## src/rtl/debounce_pkg.sv

```systemverilog
// Shared types and width helpers for the time-multiplexed switch debouncer.
package debounce_pkg;

    typedef enum logic {
        S_IDLE = 1'b0,
        S_SCAN = 1'b1
    } dbnc_state_t;

    // Counter must hold STABLE_CNT-1; one spare code keeps STABLE_CNT=1 at 1 bit.
    function automatic int cnt_width(input int stable_cnt);
        return $clog2(stable_cnt + 1);
    endfunction

    function automatic int idx_width(input int n);
        return (n > 1) ? $clog2(n) : 1;
    endfunction

endpackage

```

## src/rtl/dbnc_tick_gen.sv

```systemverilog
// Sample-tick prescaler: one-cycle tick every PRESCALE clocks while enabled.
module dbnc_tick_gen #(
    parameter int PRESCALE = 50000
) (
    input  logic clk50m,
    input  logic rst,
    input  logic en,
    output logic tick
);

    localparam int PW = (PRESCALE > 1) ? $clog2(PRESCALE) : 1;
    localparam logic [PW-1:0] LAST = PW'(PRESCALE - 1);

    logic [PW-1:0] count;

    always_ff @(posedge clk50m or posedge rst) begin
        if (rst) begin
            count <= '0;
        end else if (!en || count == LAST) begin
            count <= '0;
        end else begin
            count <= count + 1'b1;
        end
    end

    assign tick = en && (count == LAST);

endmodule

```

## src/rtl/debounce_scan_ctrl.sv

```systemverilog
// Round-robin debouncer: one shared compare/update path serves all channels,
// visiting each channel once per sample tick.
//
// state  | meaning
// S_IDLE | waiting for the next sample tick
// S_SCAN | updating channel scan_ch, one channel per clock
module debounce_scan_ctrl
    import debounce_pkg::*;
#(
    parameter int N_CH       = 4,
    parameter int PRESCALE   = 50000,
    parameter int STABLE_CNT = 8
) (
    input  logic                       clk50m,
    input  logic                       rst,
    input  logic                       en,
    input  logic [N_CH-1:0]            sw,
    output logic [N_CH-1:0]            sw_dbnc,
    output logic [N_CH-1:0]            sw_hi,
    output logic [N_CH-1:0]            sw_lo,
    output logic                       scan_busy,
    output logic [idx_width(N_CH)-1:0] scan_ch
);

    localparam int CNT_W = cnt_width(STABLE_CNT);
    localparam int CH_W  = idx_width(N_CH);
    localparam logic [CNT_W-1:0] CNT_LAST = CNT_W'(STABLE_CNT - 1);
    localparam logic [CH_W-1:0]  CH_LAST  = CH_W'(N_CH - 1);

    if (PRESCALE <= N_CH) begin : g_param_chk
        $fatal(1, "debounce_scan_ctrl: PRESCALE must exceed N_CH");
    end

    logic [N_CH-1:0]  sw_meta;
    logic [N_CH-1:0]  sw_s;
    logic [CNT_W-1:0] cnt [N_CH];
    dbnc_state_t      state;
    logic             tick;
    logic             samp;
    logic             level;

    dbnc_tick_gen #(
        .PRESCALE (PRESCALE)
    ) u_tick_gen (
        .clk50m (clk50m),
        .rst    (rst),
        .en     (en),
        .tick   (tick)
    );

    always_ff @(posedge clk50m or posedge rst) begin
        if (rst) begin
            sw_meta <= '0;
            sw_s    <= '0;
        end else begin
            sw_meta <= sw;
            sw_s    <= sw_meta;
        end
    end

    // A scan always runs to completion; en only gates the launch via tick.
    always_ff @(posedge clk50m or posedge rst) begin
        if (rst) begin
            state   <= S_IDLE;
            scan_ch <= '0;
        end else begin
            case (state)
                S_IDLE: begin
                    if (tick) begin
                        state   <= S_SCAN;
                        scan_ch <= '0;
                    end
                end
                S_SCAN: begin
                    if (scan_ch == CH_LAST) begin
                        state   <= S_IDLE;
                        scan_ch <= '0;
                    end else begin
                        scan_ch <= scan_ch + 1'b1;
                    end
                end
                default: begin
                    state   <= S_IDLE;
                    scan_ch <= '0;
                end
            endcase
        end
    end

    assign scan_busy = (state == S_SCAN);
    assign samp      = sw_s[scan_ch];
    assign level     = sw_dbnc[scan_ch];

    always_ff @(posedge clk50m or posedge rst) begin
        if (rst) begin
            sw_dbnc <= '0;
            sw_hi   <= '0;
            sw_lo   <= '0;
            for (int i = 0; i < N_CH; i++) begin
                cnt[i] <= '0;
            end
        end else begin
            sw_hi <= '0;
            sw_lo <= '0;
            if (state == S_SCAN) begin
                if (samp == level) begin
                    cnt[scan_ch] <= '0;
                end else if (cnt[scan_ch] == CNT_LAST) begin
                    sw_dbnc[scan_ch] <= samp;
                    sw_hi[scan_ch]   <= samp;
                    sw_lo[scan_ch]   <= ~samp;
                    cnt[scan_ch]     <= '0;
                end else begin
                    cnt[scan_ch] <= cnt[scan_ch] + 1'b1;
                end
            end
        end
    end

endmodule
```

## config.mk

```make
export PLATFORM = sky130hd
export DESIGN_NAME = debounce_scan_ctrl
export DESIGN_NICKNAME = d
export VERILOG_FILES = /design/src/rtl/debounce_pkg.sv /design/src/rtl/dbnc_tick_gen.sv /design/src/rtl/debounce_scan_ctrl.sv
export SDC_FILE = /design/constraint.sdc
export NUM_CORES = 1
export LEC_CHECK = 0
export BUFFER_PORTS_ARGS = -buffer_cell sky130_fd_sc_hd__buf_2
export CAP_MARGIN = 20
export CORE_UTILIZATION = 23
export DETAILED_ROUTE_END_ITERATION = 16
export PLACE_DENSITY = 0.39
export REMOVE_ABC_BUFFERS = 1
export SKIP_CTS_REPAIR_TIMING = 1
export SYNTH_ARGS = -nofsm -noshare
export SYNTH_HDL_FRONTEND = slang
export SYNTH_SLANG_ARGS = --single-unit
export TNS_END_PERCENT = 50
```

## constraint.sdc

```tcl
create_clock -name clk50m -period 2.5 [get_ports clk50m]
set_input_delay 0.25 -clock clk50m [delete_from_list [all_inputs] [get_ports clk50m]]
set_output_delay 0.25 -clock clk50m [all_outputs]
set_load 0.01 [all_outputs]
```

==> metrics.csv, run 1 <==
stage;metric;value;unit
run_status;outcome;complete, no violations;
synth;post-synth-top-count-cell;dfrtp_1;
worst_setup_path;crit_path_cell_trace;buf_4, mux4_2, nand2b_4, a2111oi_4, mux2_2;
sta;fmax;441;MHz
synth;post_synth_fa_ha_maj_area_fraction;0.0295;
synth;synthArstFlopShare;1.00;
finish;ant_diodes;0;
synth;synth_cell_type_count;40;
routing;detailedRoute.firstPassIterationCount;4;
synth;ys_ff_latch;55;
floorplan;chipHeight;107;um
routing;vias_per_cell;4.55;
worst_setup_path;critPathBufInv;1;
finish;multi_input_comb_area;1090;um^2
synth;synth_seq_area_share;0.542;
cts;numCtsBuffers;5;
routing;met1_length;2700;um
routing;routed.top_layer;met4;
routing;met3_layer_wire_length_in_the_routed_design;218;um
synth;syn_avg_cell_area;11.9;um^2
finish;finish.net_count;257;
floorplan;floorplan.initialDensity;0.235;
routing;route.antenna.remaining_nets;0;
grt;first_pass_grt_wire_length;9250;um
cts;cts_tree;built;
worst_setup_path;category_of_the_worst_setup_path_capture_point;register;
placement;globalplace.congestion;0.758;
grt;first_global_vias;1753;
synth;post_synth_and_or_nand_nor_area_fraction;0.150;
cts;clk_latency;0.30;ns
worst_setup_path;worst_ep_required_time;2.75;ns
grt;global_route.usage.total;0.104;
power;cellLeakagePower;0.00130;uW
placement;hpwlAfterDp;3780;um
synth;yosys_most_used_dff;dfrtp_1;
grt;globalRouteOverflowTotal;0;
floorplan;core-area;10800;um^2
routing;wl_per_cell;14.0;um
synth;compound_gate_fraction_of_synth_area;0.123;
routing;drt_wl_total;5410;um
worst_setup_path;worstSetupStartpointType;register;
synth;synthDominantAreaCellType;dfrtp_1;
routing;drtIter0Drc;72;
cts;htree_depth;2;
routing;remaining_drc_errors;0;
synth;count_of_flip_flops_with_a_built_in_enable_after_synthesis;0;
worst_setup_path;timing.setup.critical_path_class;reg -> reg;
synth;synth_mux_area_frac;0.0965;
synth;netlist_area;2540;um^2
placement;place_ws;0.236;ns
sta;report.final.hold_viol_count;0;
grt;grt_max_degree;39;
placement;port_buffers;21;
worst_setup_path;cpLargestDelayFamily;multiplexers;
floorplan;die_area;11500;um^2
synth;yosysTopAreaCellShare;0.542;
finish;combined_flip_flop_and_latch_cell_area;1380;um^2
finish;final.fill_count;1151;
finish;drive_above_1_share;0.220;
worst_setup_path;critical_path_peak_fanout;9;
floorplan;rows;38;
sta;timing.final.crit_share;0.906;
floorplan;fp.dieW;107;um
floorplan;ioPinCount;22;
sta;finClkSkew;0.0116;ns
sta;timing.setup.tns;0;ns
cts;cts_max_path_buffers;2;
synth;main_combinational_cell_family_by_area_after_synthesis;simple AND/OR/NAND/NOR gates;
sta;rsz0062_at_grt;no;
sta;setup_ws;0.234;ns
sta;headroom_to_the_max_slew_limit;0.458;
synth;synth_top_cells_by_area;dfrtp_1 (54%), mux4_2 (5.3%), a32o_1 (3.2%);
synth;yosys.area_share.xor_xnor;0.0310;
sta;setup_violations;0;
worst_setup_path;critical-path-max-stage-delay;0.57;ns
grt;antenna_violations_before_repair;0;
power;ir_worst_vdd;0.198;mV
worst_setup_path;critical_path_arrival;2.51;ns
synth;synthesis.yosys.warnings;0;
worst_hold_path;hold_class;in -> reg;
sta;final.min_clock_period;2.27;ns
cts;clock-root-buffer;clkbuf_8;
synth;ys_top_cells_by_count;dfrtp_1 (55), nor2_1 (17), inv_1 (11), nand2_1 (11), a21oi_1 (10);
job;drv.max_cap_violation_count;0;
sta;worstMarginPinSlew;0.812;ns
synth;synthCells;214;
cts;clkTransAtPathRegs;0.10;ns
routing;met2_wirelength;2450;um
routing;routed-via-count;1752;
finish;area_growth_from_synthesis_to_layout;15.5;%
sta;final_max_slew_viol_count;0;
cts;cts_sinks;55;
worst_setup_path;slowest_stage;mux4_2;
power;power_per_standard_cell_area;490;nW/um^2
stage by stage:
stage / hold slack (ns) / total power, uW / instances / area (um^2) / util
4_1_cts: 0.0363 / 1480 / 385 / 2930 / 0.272
3_5_place_dp: 0.335 / 977 / 377 / 2850 / 0.264
2_1_floorplan: 0.281 / 954 / 208 / 2510 / -
3_3_place_gp: 0.333 / 977 / 377 / 2850 / 0.264
6_report: 0.0535 / 1440 / 385 / 2930 / 0.272
5_1_grt: 0.0266 / 1520 / 385 / 2930 / 0.272
cells by family after synthesis:
| group | count (synthesis) |
|---|---|
| fa+ha+maj | 6 |
| flops | 55 |
| buf+inv | 17 |
| compound gates | 42 |
| mux | 16 |
| xor+xnor | 9 |
| simple gates | 69 |
state kept, by name (all words and copies together), names as in the netlist:
register          count
scan_ch               2
sw_s                  4
sw_lo                 4
sw_hi                 4
sw_dbnc               4
cnt                  16
sw_meta               4
scan_busy             1
u_tick_gen.count     16
worst register-to-register path, cell delays in order, from the launching register on:
cell and delay (ns):
dfrtp_1 0.54, buf_4 0.24, mux4_2 0.57, nand2b_4 0.21
a2111oi_4 0.44, mux2_2 0.22
placed cells by master, fill, tap and decap left out, types with 5 or more instances in the layout:
cell	synthesis	routed
dfrtp_1	55	55
buf_2	2	21
nor2_1	17	17
nand2_1	11	11
inv_1	11	10
a21oi_1	10	10
and3_1	9	9
a32o_1	8	8
o21ai_0	8	8
buf_4	0	8
nor3_1	7	7
mux4_2	6	6
mux2_2	6	6
ha_1	6	6
xnor2_1	5	5
nand4_1	5	5
clkbuf_8	0	5
cell type report:
class,instances,area share
Sequential cell,55,0.469
Multi-Input combinational cell,142,0.372
Tap cell,140,0.0597
Timing Repair Buffer,29,0.0563
Clock buffer,6,0.0247
Inverter,11,0.0141
Clock inverter,2,0.00426
where the power goes:
| group | internal (uW) | total (uW) | leakage, uW | switching [uW] |
|---|---|---|---|---|
| Sequential | 902 | 907 | 0.000741 | 5.49 |
| Clock | 197 | 481 | 0.0000412 | 285 |
| Combinational | 15.7 | 50.2 | 0.000515 | 34.5 |
per-layer routing:
metal  global-route usage  vias to the layer above
met5                    0                        -
met1                0.149                      860
met3               0.0225                        4
li1                     -                      849
met4               0.0264                        0
met2                0.158                       39
final timing paths:
path / slack, ns / cells past startpoint / start / to
max in group asynchronous: 1.70 / 3 / rst / cnt[13]
setup / recovery: 0.23 / 5 / scan_ch[0] / cnt[15]
min in group asynchronous: 0.09 / 2 / rst / u_tick_gen.count[3]
hold / removal: 0.05 / 1 / sw[0] / sw_meta[0]
setup reg to reg: 0.23 / 5 / scan_ch[0] / cnt[15]
hold reg to reg: 0.35 / 0 / sw_meta[1] / sw_s[1]
Note: power is estimated with default switching activity, not from simulation.
==> run 2: changes to the inputs <==
Settings changed: ABC_AREA set to 1.
==> metrics.csv, run 2 <==
stage;metric;value;unit;change
synth;synthDominantAreaCellType;dfrtp_1;;
worst_setup_path;r2r_setup_slack;0.45;ns;+0.22 ns
sta;timing.final.crit_share;0.819;;-0.0879
cts;cts_sinks;55;;unchanged
sta;final_max_slew_viol_count;0;;unchanged
grt;antenna_violations_before_repair;0;;unchanged
finish;final-instance-count-excl-fill;515;;+34%
finish;final.fill_count;1262;;+9.6%
worst_setup_path;timing.setup.critical_path_class;reg -> reg;;
floorplan;core-area;11500;um^2;+6.7%
sta;fmax;489;MHz;+11%
finish;multi_input_comb_area;1140;um^2;+4.8%
sta;timing.setup.tns;0;ns;unchanged
floorplan;fp.dieW;111;um;+4.0%
routing;wl_per_cell;12.0;um;-14%
sta;final.min_clock_period;2.05;ns;-0.220 ns
worst_setup_path;category_of_the_worst_setup_path_capture_point;register;;
routing;vias_per_cell;4.30;;-5.6%
finish;combined_flip_flop_and_latch_cell_area;1380;um^2;unchanged
floorplan;chipHeight;111;um;+4.0%
sta;rsz0062_at_grt;no;;
worst_hold_path;hold_class;in -> reg;;
sta;report.final.hold_viol_count;0;;unchanged
finish;mostFrequentLayoutCell;nand2_1;;
finish;ant_diodes;0;;unchanged
synth;post-synth-top-count-cell;nand2_1;;
cts;cts_max_path_buffers;2;;unchanged
finish;final_cell_area;3190;um^2;+8.6%
placement;port_buffers;21;;unchanged
routing;route.antenna.remaining_nets;0;;unchanged
placement;globalplace.congestion;0.769;;+1.5%
placement;post_dp_cell_area;3000;um^2;+5.4%
cts;htree_depth;2;;unchanged
worst_setup_path;critical_path_peak_fanout;11;;+2
synth;synthArstFlopShare;1.00;;unchanged
floorplan;floorplan.initialDensity;0.239;;+0.00336
synth;ys_top_cells_by_count;nand2_1 (122), dfrtp_1 (55), inv_1 (40);;
finish;drive_above_1_share;0.129;;-0.0914
sta;setup_violations;0;;unchanged
power;cellLeakagePower;0.00165;uW;+27%
routing;met3_layer_wire_length_in_the_routed_design;215;um;-1.4%
finish;area_growth_from_synthesis_to_layout;15.9;%;
worst_setup_path;worst_ep_required_time;2.67;ns;-0.08 ns
sta;finClkSkew;0.00579;ns;-0.00581 ns
power;ir_worst_vdd;0.217;mV;+9.7%
power;power_per_standard_cell_area;559;nW/um^2;+14%
sta;headroom_to_the_max_slew_limit;0.614;;+0.156
finish;finish.net_count;384;;+49%
synth;synthesis.yosys.warnings;0;;unchanged
floorplan;rows;39;;+2.6%
synth;count_of_flip_flops_with_a_built_in_enable_after_synthesis;0;;unchanged
grt;first_global_vias;2125;;+21%
placement;hpwlAfterDp;4500;um;+19%
finish;most_used_cells_in_the_layout_excluding_fill_and_tap_cells;nand2_1 (122), dfrtp_1 (55), inv_1 (39);;
synth;yosys_most_used_dff;dfrtp_1;;
worst_setup_path;critical_path_arrival;2.22;ns;-0.29 ns
cts;clk_latency;0.30;ns;about the same
routing;remaining_drc_errors;10;;+10
synth;synth_seq_area_share;0.500;;-0.0412
cts;clock-root-buffer;clkbuf_16;;
routing;drt_wl_total;6190;um;+14%
synth;ys_ff_latch;55;;unchanged
grt;first_pass_grt_wire_length;10700;um;+16%
grt;global_route.usage.total;0.111;;+0.00731
grt;grt_max_degree;38;;-2.6%
worst_setup_path;worstSetupStartpointType;register;;
sta;worstMarginPinSlew;0.578;ns;-0.234 ns
synth;synth_top_cells_by_area;dfrtp_1 (50%), nand2_1 (17%), inv_1 (5.5%);;
routing;detailedRoute.firstPassIterationCount;10;;+6
job;drv.max_cap_violation_count;0;;unchanged
routing;met1_length;3060;um;+13%
floorplan;die_area;12400;um^2;+8.1%
synth;netlist_area;2750;um^2;+8.2%
grt;globalRouteOverflowTotal;0;;unchanged
synth;syn_avg_cell_area;7.97;um^2;-33%
run_status;violations;DRC;;
routing;met2_wirelength;2770;um;+13%
synth;synth_cell_type_count;28;;-30%
run_status;outcome;finished with violations;;
floorplan;ioPinCount;22;;unchanged
routing;drtIter0Drc;105;;+46%
finish;largestRegisters;cnt x16, u_tick_gen.count x16;;
routing;routed.top_layer;met4;;
routing;routed-via-count;2213;;+26%
cts;clkTransAtPathRegs;0.07;ns;-0.03 ns
synth;synthCells;345;;+61%
cts;numCtsBuffers;5;;unchanged
placement;placed_cells;506;;+34%
finish;utilization;0.277;;+0.00487
synth;yosysTopAreaCellShare;0.500;;-0.0412
cts;cts_tree;built;;
-- run 2: kinds of logic (layout without fill, tap and decap cells) --
| group | Yosys count | count (layout) | synth area share |
|---|---|---|---|
| compound gates | 23 | 23 | 0.0455 |
| xor+xnor | 2 | 2 | 0.00637 |
| fa+ha+maj | 6 | 6 | 0.0273 |
| buf+inv | 48 | 75 | 0.0837 |
| flops | 55 | 55 | 0.500 |
| simple gates | 211 | 211 | 0.337 |
-- run 2: final timing paths --
kind,startpoint,end,cells past startpoint
hold / removal,sw[3],sw_meta[3],1
max in group asynchronous,rst,cnt[9],4
setup / recovery,scan_ch[0],cnt[2],8
setup reg to reg,scan_ch[0],cnt[2],8
min in group asynchronous,rst,u_tick_gen.count[8],3
hold reg to reg,sw_meta[2],sw_s[2],0
-- run 2: power by group --
| part | internal, uW | total (uW) | switching (uW) |
|---|---|---|---|
| registers | 899 | 904 | 4.33 |
| logic | 13.7 | 49.9 | 36.3 |
| clock network | 499 | 826 | 327 |
-- run 2: layer usage --
layer | up-vias | track usage
li1 | 1132 | -
met5 | - | 0
met1 | 1020 | 0.147
met3 | 9 | 0.0229
met2 | 52 | 0.174
met4 | 0 | 0.0523
-- run 2: area by class of cell --
class / instances / share of cell area
timing repair buffer: 25 / 0.0471
clock buffer: 6 / 0.0436
sequential: 55 / 0.432
multi-input combinational: 242 / 0.359
inverter: 42 / 0.0514
clock inverter: 2 / 0.0110
tap: 143 / 0.0561
-- run 2: critical path: stages (launching register included) --
cell,delay [ns]
dfrtp_1,0.62
buf_4,0.25
nand2_1,0.07
nand3_1,0.08
nand2_1,0.08
ha_1,0.23
or2_2,0.30
nand3_1,0.19
a21oi_1,0.10
-- run 2: metrics by stage --
| step | hold WS, ns | worst slack (ns) | power (uW) |
|---|---|---|---|
| floorplan | 0.281 | 0.594 | 951 |
| global placement | 0.279 | 0.474 | 973 |
| detailed placement | 0.279 | 0.459 | 973 |
| CTS | -0.0436 | 0.441 | 1810 |
| global route | 0.0528 | 0.207 | 1850 |
| finish | 0.0614 | 0.453 | 1780 |
